--- src/rtl/tx_buf_fifo.sv ---
// ---------------------------------------------------------------------------
// tx_buf_fifo
// Circular transmit FIFO of DEPTH words x WIDTH bits sitting between the
// upstream producer and the serialiser. Provides registered read data with a
// valid strobe, occupancy-derived status, and sticky overflow/underflow flags.
//
// Ports
//   tClk      in   clock, rising edge
//   tRst      in   asynchronous active-low reset
//   tWR       in   write request
//   tdataIn   in   write data (WIDTH)
//   tRD       in   read (pop) request
//   tdataOut  out  registered read data (WIDTH)
//   tRdValid  out  one-cycle pulse qualifying tdataOut
//   tEMPTY    out  occupancy == 0
//   tFULL     out  occupancy == DEPTH
//   tAFULL    out  occupancy >= AF_LEVEL
//   tCount    out  occupancy (CW bits)
//   tOVF      out  sticky write-when-full error
//   tUNF      out  sticky read-when-empty error
//   tErrClr   in   synchronous clear of tOVF / tUNF (set wins)
//   ttxrdy    out  buffer ready, high from first edge after reset release
// ---------------------------------------------------------------------------
module tx_buf_fifo #(
   parameter int WIDTH    = 8,
   parameter int DEPTH    = 16,
   parameter int AF_LEVEL = 14,
   localparam int CW      = $clog2(DEPTH) + 1
) (
   input  logic             tClk,
   input  logic             tRst,
   input  logic             tWR,
   input  logic [WIDTH-1:0] tdataIn,
   input  logic             tRD,
   output logic [WIDTH-1:0] tdataOut,
   output logic             tRdValid,
   output logic             tEMPTY,
   output logic             tFULL,
   output logic             tAFULL,
   output logic [CW-1:0]    tCount,
   output logic             tOVF,
   output logic             tUNF,
   input  logic             tErrClr,
   output logic             ttxrdy
);

   localparam int AW = $clog2(DEPTH);
   localparam logic [CW-1:0] DEPTH_C = CW'(DEPTH);
   localparam logic [CW-1:0] AF_C    = CW'(AF_LEVEL);

   logic [WIDTH-1:0] r_mem [DEPTH];
   logic [AW-1:0]    r_wp;
   logic [AW-1:0]    r_rp;
   logic [CW-1:0]    r_cnt;
   logic [WIDTH-1:0] r_dout;
   logic             r_vld;
   logic             r_ovf;
   logic             r_unf;
   logic             r_rdy;

   logic             w_rd_acc;
   logic             w_wr_acc;

   // Accept decodes use the pre-edge count; a write into a full FIFO is
   // allowed only when a pop frees a slot in the same cycle.
   always_comb begin
      w_rd_acc = 1'b0;
      w_wr_acc = 1'b0;
      if (tRD && (r_cnt != {CW{1'b0}})) begin
         w_rd_acc = 1'b1;
      end else begin
         w_rd_acc = 1'b0;
      end
      if (tWR && ((r_cnt != DEPTH_C) || w_rd_acc)) begin
         w_wr_acc = 1'b1;
      end else begin
         w_wr_acc = 1'b0;
      end
   end

   // Storage array; contents are intentionally not reset.
   always_ff @(posedge tClk) begin
      if (w_wr_acc) begin
         r_mem[r_wp] <= tdataIn;
      end
   end

   // Pointers, count, read data path, error flags and ready.
   always_ff @(posedge tClk or negedge tRst) begin
      if (!tRst) begin
         r_wp   <= {AW{1'b0}};
         r_rp   <= {AW{1'b0}};
         r_cnt  <= {CW{1'b0}};
         r_dout <= {WIDTH{1'b0}};
         r_vld  <= 1'b0;
         r_ovf  <= 1'b0;
         r_unf  <= 1'b0;
         r_rdy  <= 1'b0;
      end else begin
         r_rdy <= 1'b1;

         if (w_wr_acc) begin
            r_wp <= r_wp + AW'(1);
         end

         // Read data holds its last value when no pop is accepted.
         if (w_rd_acc) begin
            r_rp   <= r_rp + AW'(1);
            r_dout <= r_mem[r_rp];
            r_vld  <= 1'b1;
         end else begin
            r_vld  <= 1'b0;
         end

         case ({w_wr_acc, w_rd_acc})
            2'b10:   r_cnt <= r_cnt + CW'(1);
            2'b01:   r_cnt <= r_cnt - CW'(1);
            default: r_cnt <= r_cnt;
         endcase

         // Set has priority over clear for both sticky flags.
         if (tWR && !w_wr_acc) begin
            r_ovf <= 1'b1;
         end else if (tErrClr) begin
            r_ovf <= 1'b0;
         end

         if (tRD && (r_cnt == {CW{1'b0}})) begin
            r_unf <= 1'b1;
         end else if (tErrClr) begin
            r_unf <= 1'b0;
         end
      end
   end

   assign tdataOut = r_dout;
   assign tRdValid = r_vld;
   assign tOVF     = r_ovf;
   assign tUNF     = r_unf;
   assign ttxrdy   = r_rdy;
   assign tCount   = r_cnt;
   assign tEMPTY   = (r_cnt == {CW{1'b0}});
   assign tFULL    = (r_cnt == DEPTH_C);
   assign tAFULL   = (r_cnt >= AF_C);

endmodule

--- config.mk ---
export PLATFORM = sky130hd
export DESIGN_NAME = tx_buf_fifo
export DESIGN_NICKNAME = d
export VERILOG_FILES = /design/src/rtl/tx_buf_fifo.sv
export SDC_FILE = /design/constraint.sdc
export NUM_CORES = 1
export LEC_CHECK = 0
export CAP_MARGIN = 20
export CORE_MARGIN = 2
export CORE_UTILIZATION = 50
export DETAILED_ROUTE_END_ITERATION = 8
export PLACE_DENSITY_LB_ADDON = 0.15
export SETUP_SLACK_MARGIN = 0.02
export SKIP_LAST_GASP = 1
export SLEW_MARGIN = 40
export SYNTH_ARGS = -nofsm -noshare
export SYNTH_HDL_FRONTEND = slang
export SYNTH_SLANG_ARGS = --single-unit
--- constraint.sdc ---
create_clock -name tClk -period 5.8 [get_ports tClk]
set_input_delay 1.16 -clock tClk [delete_from_list [all_inputs] [get_ports tClk]]
set_output_delay 1.16 -clock tClk [all_outputs]
set_load 0.05 [all_outputs]
==> results of run 1 <==
[critical path, cell delays in order (launching register included)]
cell and delay (ns):
dfrtp_1 0.46, nor4_1 0.56, nand2_1 0.18, inv_1 0.08
clkdlybuf4s50_1 0.79
[synth_stat cells (all sizes together) (4+ instances only)]
library cell	count	area [µm²]
buf	11	56.3
clkbuf	5	18.8
dfrtp	25	626
edfxtp	128	3840
ha	8	100
inv	8	30.0
mux2i	16	160
mux4	32	721
nand2	20	77.6
nor2	16	70.1
nor3	4	20.0
o21ai	4	31.3
o221ai	8	70.1
xnor2	9	78.8
[worst paths after layout]
| check | startpoint | to | depth (start not counted) | slack [ns] |
|---|---|---|---|---|
| setup / recovery | tCount[0]$_DFFE_PN0P_ | tFULL | 4 | 2.15 |
| hold / removal | tdataOut[4]$_DFFE_PN0P_ | tdataOut[4]$_DFFE_PN0P_ | 2 | 0.49 |
| setup reg to reg | tCount[1]$_DFFE_PN0P_ | tCount[4]$_DFFE_PN0P_ | 9 | 2.74 |
| hold reg to reg | tdataOut[4]$_DFFE_PN0P_ | tdataOut[4]$_DFFE_PN0P_ | 2 | 0.49 |
| max in group asynchronous | tRst | tUNF$_DFFE_PN0P_ | 2 | 4.42 |
| min in group asynchronous | tRst | tCount[3]$_DFFE_PN0P_ | 2 | 1.11 |
[power by group through the flow]
stage / Clock [µW] / Combinational [µW] / Sequential [µW]
4_1_cts: 1150 / 1220 / 1480
3_5_place_dp: 0 / 1220 / 1500
3_3_place_gp: 0 / 1200 / 1490
6_report: 1130 / 1200 / 1480
5_1_grt: 1190 / 1300 / 1500
2_1_floorplan: 0 / 749 / 1620
[through the flow]
stage	hold WS, ns	setup slack (ns)	power (µW)	util [%]
after detailed placement	0.477	2.04	2720	55.3
final	0.486	2.15	3800	60.5
after CTS	0.491	2.11	3850	60.4
after floorplan	0.543	2.91	2370	-
after global routing	0.522	2.01	3990	60.5
after global placement	0.473	2.07	2690	54.9
[routing by layer]
layer  track usage [%]  vias to the layer above  share of wire, %
li1                  -                     1353                 -
met2              29.7                       78                49
met5                 0                        -                 0
met1              25.0                     1515                43
met4              8.92                        0               2.5
met3              4.69                       24               5.1
[state kept, by name, indices dropped and copies added (netlist names)]
| signal | flops |
|---|---|
| r_mem | 128 |
| r_rp | 4 |
| r_wp | 4 |
| tCount | 5 |
| tOVF | 1 |
| tRdValid | 1 |
| tUNF | 1 |
| tdataOut | 8 |
| ttxrdy | 1 |
[area by class of cell]
cell class              instances  area [µm²]  share of cell area [%]
clock inverters                13         169                    2.33
repair buffers                 36         350                    4.82
multi-input cells             145        1620                    22.3
well taps                     147         184                    2.53
clock buffers                  19         443                    6.10
flip-flops and latches        153        4470                    61.5
inverters                       8        30.0                   0.414
[cell families (layout without fill, tap and decap cells)]
logic type / count (synthesis) / count (layout) / share of synthesized area, %
DFF: 153 / 153 / 72.8
muxes: 51 / 51 / 15.0
and+or+nand+nor: 51 / 51 / 3.91
AOI/OAI and AO/OA: 24 / 24 / 3.28
buffers and inverters: 24 / 76 / 1.71
adders and majority gates: 9 / 9 / 1.96
xor gates and xnor gates: 9 / 9 / 1.28
other: 1 / 1 / 0.0611
[placed cells by master (no fill, tap or decap), types with 8 or more instances in the layout]
cell	synthesis	final
xnor2_1	9	9
clkdlybuf4s50_1	0	32
inv_1	8	8
clkbuf_16	0	17
dfrtp_1	25	25
o221ai_1	8	8
nor2_2	1	13
edfxtp_1	128	128
mux2i_1	16	16
mux4_2	32	32
nand2_1	19	19
ha_1	8	8
==> key figures, run 1 <==
Floorplan
  – Row cnt: 40
  – Core area: 12,000 µm²
  – Die area: 13,200 µm²
  – DIE HEIGHT: approximately 110 µm
  – IO Pins: 33
  – Initial Utilization: 51.1%
  – Die width: 115 µm

Global route
  – First-pass GRT wire length: 17,600 µm
  – Total grt overflow: 0
  – Pin count of the biggest net entering global routing: 35
  – Vias in the first global route: a little over 3,000
  – GRT Util Overall: 18.8%
  – Initial antenna violation count: 0

Power and ir drop
  – Pwr per Cell Area: 524 nW/µm²
  – Sw Ratio: 32.4%
  – Leak: 0.00249 µW
  – Combinational group share of total power: 31.5%
  – Net Switching: ~1200 µW
  – Clock power share: 29.6%
  – Maximum vdd drop: 0.227 mV
  – Power Internal: 2570 µW
  – Flop pwr share: 38.9%

Final layout
  – Share of cells above drive strength 1: 24.9%
  – Area Overhead vs Synth: 18.3%
  – NumNets Final: between 300 and 400
  – Final cell count without fillers: 521
  – Cell area after layout: 7260 µm²
  – Diode count: 0
  – Fill cell total of the finished layout: between 800 and 900

Place
  – RD Place Congestion: 0.760
  – Dpl cell area: 6640 µm²
  – Dpl cells: 489
  – DP HPWL: 6960 µm
  – Port Buf Inserts: 32

Critical path
  – Worst EP arrival: ~2.5 ns
  – Critical path class: reg2out
  – Req. time, crit path: 4.64 ns
  – Crit path max fanout: 6
  – Crit path launch type: register
  – Worst Setup End Kind: output pin

Timing
  – # setup viols final: 0
  – Layout Skew: around 0.011 ns
  – Final setup TNS: 0 ns
  – Fin. Hold Viols: 0
  – Crit path time final: about 3.7 ns
  – Tightest Pin Transition: 0.743 ns
  – Slew margin rel.: between 50% and 60%
  – Ratio of final minimum period to clock period: 63.0%
  – F_max: 0.274 GHz
  – RSZ-0062 raised after global routing: no
  – Final Max Slew Viols: 0

Clocking
  – CTS tree: built
  – Max Buffers Root-to-Sink: 2
  – Clock root cell: clkbuf_16
  – H-tree Lvls: 4
  – Post-cts resize count: 0
  – CTS Sinks: 153
  – Hold-fix buffers, CTS: 0
  – Post-CTS Setup Bufs: 0
  – Clock transition at path regs: 0.06 ns
  – CTS Buf Count: 17
  – Clk Latency, worst-skew pair: 0.42 ns

Yosys
  – Share of synthesized registers carrying an async set or reset: between 10% and 20%
  – Ys flop type: edfxtp_1
  – Netlist cell types: 41
  – Mapped Avg Cell Area: roughly 19 µm²
  – Syn Inst Count: 322
  – YS warnings: 0
  – Syn Nets: 344
  – Sequential-to-total area share from yosys stat: 72.8%
  – Seq cells post-synth: 153
  – Mapped Area: 6140 µm²
  – EDFF count, synth: 128

Detailed routing
  – DRT Wirelength: approximately 11,000 µm
  – DRT iter0 DRCs: 235
  – DR vias/cell: 5.70
  – Drt drc: 0
  – WL/cell: 21.2 µm
  – Routed vias: 2,970
  – DR pass1 iterations: 4
  – Routed Antenna Nets: 0

Flow run
  – Max Cap Viol: 0

Worst hold path
  – Hold Crit Class: reg2reg

Status
  – Outcome: complete, no violations
(Power assumes the default switching activity.)
==> run 2, diff against run 1 <==
==> constraint.sdc (replaced) <==
create_clock -name tClk -period 3.3 [get_ports tClk]
set_input_delay 0.66 -clock tClk [delete_from_list [all_inputs] [get_ports tClk]]
set_output_delay 0.66 -clock tClk [all_outputs]
set_load 0.05 [all_outputs]
==> key figures, run 2 (synthesized netlist as in run 1, its figures left out) <==
Floorplan
  – DIE HEIGHT: 115 µm (unchanged)
  – Die area: 13,200 µm² (unchanged)
  – IO Pins: 33 (unchanged)
  – Core area: 12,000 µm² (unchanged)
  – Die width: 115 µm (unchanged)
  – Initial Utilization: 51.1% (unchanged)
  – Row cnt: 40 (unchanged)

Critical path
  – Crit path max fanout: 14 (was 6)
  – Worst EP arrival: 3.40 ns (was 2.49 ns)
  – CP delay by family, top: simple AND/OR/NAND/NOR gates (was buffers and inverters)
  – Worst Setup End Kind: register (was output pin)
  – Slowest Stage Delay on Critical Path: 0.60 ns (was 0.79 ns)
  – Buf/Inv on CP: 0 (was 2)
  – Crit path launch type: register (unchanged)
  – Critical path class: reg2reg (was reg2out)
  – Req. time, crit path: 3.63 ns (was 4.64 ns)
  – Crit-path cells: or4_4, o21ai_4, nor2_2, ha_1, nor2b_1, o21a_1, or2_2, o32a_1, o211ai_1 (was nor4_1, nand2_1, inv_1, clkdlybuf4s50_1)
  – Slowest stage cell on the critical path: or4_4 (was clkdlybuf4s50_1)

Clocking
  – Clk Latency, worst-skew pair: 0.41 ns (was 0.42 ns)
  – H-tree Lvls: 4 (unchanged)
  – CTS Sinks: 153 (unchanged)
  – Post-CTS Setup Bufs: 0 (unchanged)
  – CTS Buf Count: 17 (unchanged)
  – Clock root cell: clkbuf_16 (unchanged)
  – Max Buffers Root-to-Sink: 2 (unchanged)
  – Post-cts resize count: 1 (was 0)
  – CTS tree: built (unchanged)
  – Clock transition at path regs: 0.06 ns (about the same)
  – Hold-fix buffers, CTS: 0 (unchanged)

Global route
  – Total grt overflow: 0 (unchanged)
  – First-pass GRT wire length: 18,000 µm (was 17,600 µm)
  – GRT Util Overall: 19.4% (was 18.8%)
  – Vias in the first global route: 3,185 (was 3,104)
  – Pin count of the biggest net entering global routing: 28 (was 35)
  – Initial antenna violation count: 0 (unchanged)

Timing
  – Final setup TNS: 0 ns (unchanged)
  – RSZ-0062 raised after global routing: no (unchanged)
  – Tightest Pin Transition: 0.562 ns (was 0.743 ns)
  – Final WS setup: 0.227 ns (was 2.15 ns)
  – Crit path time final: 3.07 ns
  – # setup viols final: 0 (unchanged)
  – Final Max Slew Viols: 0 (unchanged)
  – Fin. Hold Viols: 0 (unchanged)
  – Layout Skew: 0.00595 ns (was 0.0108 ns)
  – Slew margin rel.: 62.4% (was 50.2%)
  – Ratio of final minimum period to clock period: just over 90%
  – Hold Slack: 0.486 ns (about the same)
  – F_max: 0.325 GHz

Final layout
  – Fill cell total of the finished layout: 874 (was 866)
  – Largest Register: r_mem (unchanged)
  – Final cell count without fillers: 539 (was 521)
  – Area of the multi-input gates: 1570 µm² (was 1620 µm²)
  – Seq. cell area: 4470 µm² (unchanged)
  – Diode count: 0 (unchanged)
  – Share of cells above drive strength 1: 23.2% (was 24.9%)
  – NumNets Final: 401 (was 383)
  – Commonest non-fill, non-tap cell in the layout: edfxtp_1 (unchanged)
  – Area Overhead vs Synth: 18.4% (was 18.3%)
  – Number of flip-flops in the largest register: 128 (unchanged)
  – Most frequent cells in the layout: edfxtp_1 (128), mux4_2 (32), clkdlybuf4s50_1 (32) (unchanged)

Detailed routing
  – DRT Wirelength: 11,500 µm (was 11,100 µm)
  – Routed Antenna Nets: 0 (unchanged)
  – DR pass1 iterations: 5 (was 4)
  – DRT iter0 DRCs: 244 (was 235)
  – WL/cell: 21.3 µm (was 21.2 µm)
  – Routed vias: 3,074 (was 2,970)
  – DR vias/cell: 5.70 (about the same)
  – Drt drc: 0 (unchanged)

Power and ir drop
  – Leak: 0.00254 µW (was 0.00249 µW)
  – Power Total: 6470 µW (was 3800 µW)
  – Maximum vdd drop: 0.434 mV (was 0.227 mV)
  – Pwr per Cell Area: 890 nW/µm² (was 524 nW/µm²)

Place
  – Place WS: 0.200 ns (was 2.04 ns)
  – Port Buf Inserts: 32 (unchanged)
  – RD Place Congestion: 0.826 (was 0.760)
  – Dpl cells: 507 (was 489)
  – DP HPWL: 7190 µm (was 6960 µm)

Worst hold path
  – Hold Crit Class: reg2reg (unchanged)

Status
  – Outcome: complete, no violations (unchanged)

Flow run
  – Max Cap Viol: 0 (unchanged)
[run 2: cell count changes in the layout (fill, tap and decap cells not counted), sizes merged]
cell | before | now
clkbuf | 19 | 24
bufinv | 3 | 1
buf | 4 | 22
inv | 11 | 8
[run 2: worst min-delay path, delay by kind of cell (launching register included)]
family	cells	cell delay, ns
AND/OR/NAND/NOR	1	0.05
flip-flops	1	0.34
AO/OA/AOI/OAI	1	0.06
[run 2: worst paths after layout]
kind,startpoint,end,slack (ns),cells after the start
max,tCount[1]$_DFFE_PN0P_,tCount[4]$_DFFE_PN0P_,0.23,9
min,tdataOut[4]$_DFFE_PN0P_,tdataOut[4]$_DFFE_PN0P_,0.49,2
max reg2reg,tCount[1]$_DFFE_PN0P_,tCount[4]$_DFFE_PN0P_,0.23,9
min reg2reg,tdataOut[4]$_DFFE_PN0P_,tdataOut[4]$_DFFE_PN0P_,0.49,2
max in group asynchronous,tRst,r_rp[1]$_DFFE_PN0P_,2.41,2
min in group asynchronous,tRst,tCount[3]$_DFFE_PN0P_,0.61,2
[run 2: metrics by stage]
step	cell area, µm²	util, %
final	7270	60.5
after global routing	7270	60.5
after CTS	7270	60.5
after detailed placement	6740	56.1
after global placement	6740	56.1
after floorplan	6140	-
[run 2: layout make-up]
class                      instances  share of cell area [%]
clock inverter                     8                    1.07
tap                              147                    2.53
timing repair buffer              54                    6.68
clock buffer                      24                    6.21
inverter                           8                   0.413
sequential                       153                    61.5
multi-input combinational        145                    21.6
[run 2: routing by layer]
layer  track usage [%]  routed length (µm)  up-vias
met4              8.51                 211        0
li1                  -                   -     1385
met2              30.4                5660       73
met3              5.01                 463       18
met1              26.1                5130     1598
met5                 0                   0        -
[run 2: power breakdown]
| part | switching (µW) | total [µW] | internal, µW |
|---|---|---|---|
| Combinational | 1170 | 2100 | 932 |
| Clock | 704 | 1740 | 1030 |
| Sequential | 235 | 2630 | 2400 |
| Total | 2110 | 6470 | 4360 |
==> run 3, diff against run 2 <==
--- a/config.mk
+++ b/config.mk
@@ -11,7 +11,6 @@
 export DETAILED_ROUTE_END_ITERATION = 8
 export PLACE_DENSITY_LB_ADDON = 0.15
 export SETUP_SLACK_MARGIN = 0.02
-export SKIP_LAST_GASP = 1
 export SLEW_MARGIN = 40
 export SYNTH_ARGS = -nofsm -noshare
 export SYNTH_HDL_FRONTEND = slang
==> results of run 3 <==
Same layout as run 2: the final DEF is identical, and so are final timing and power.
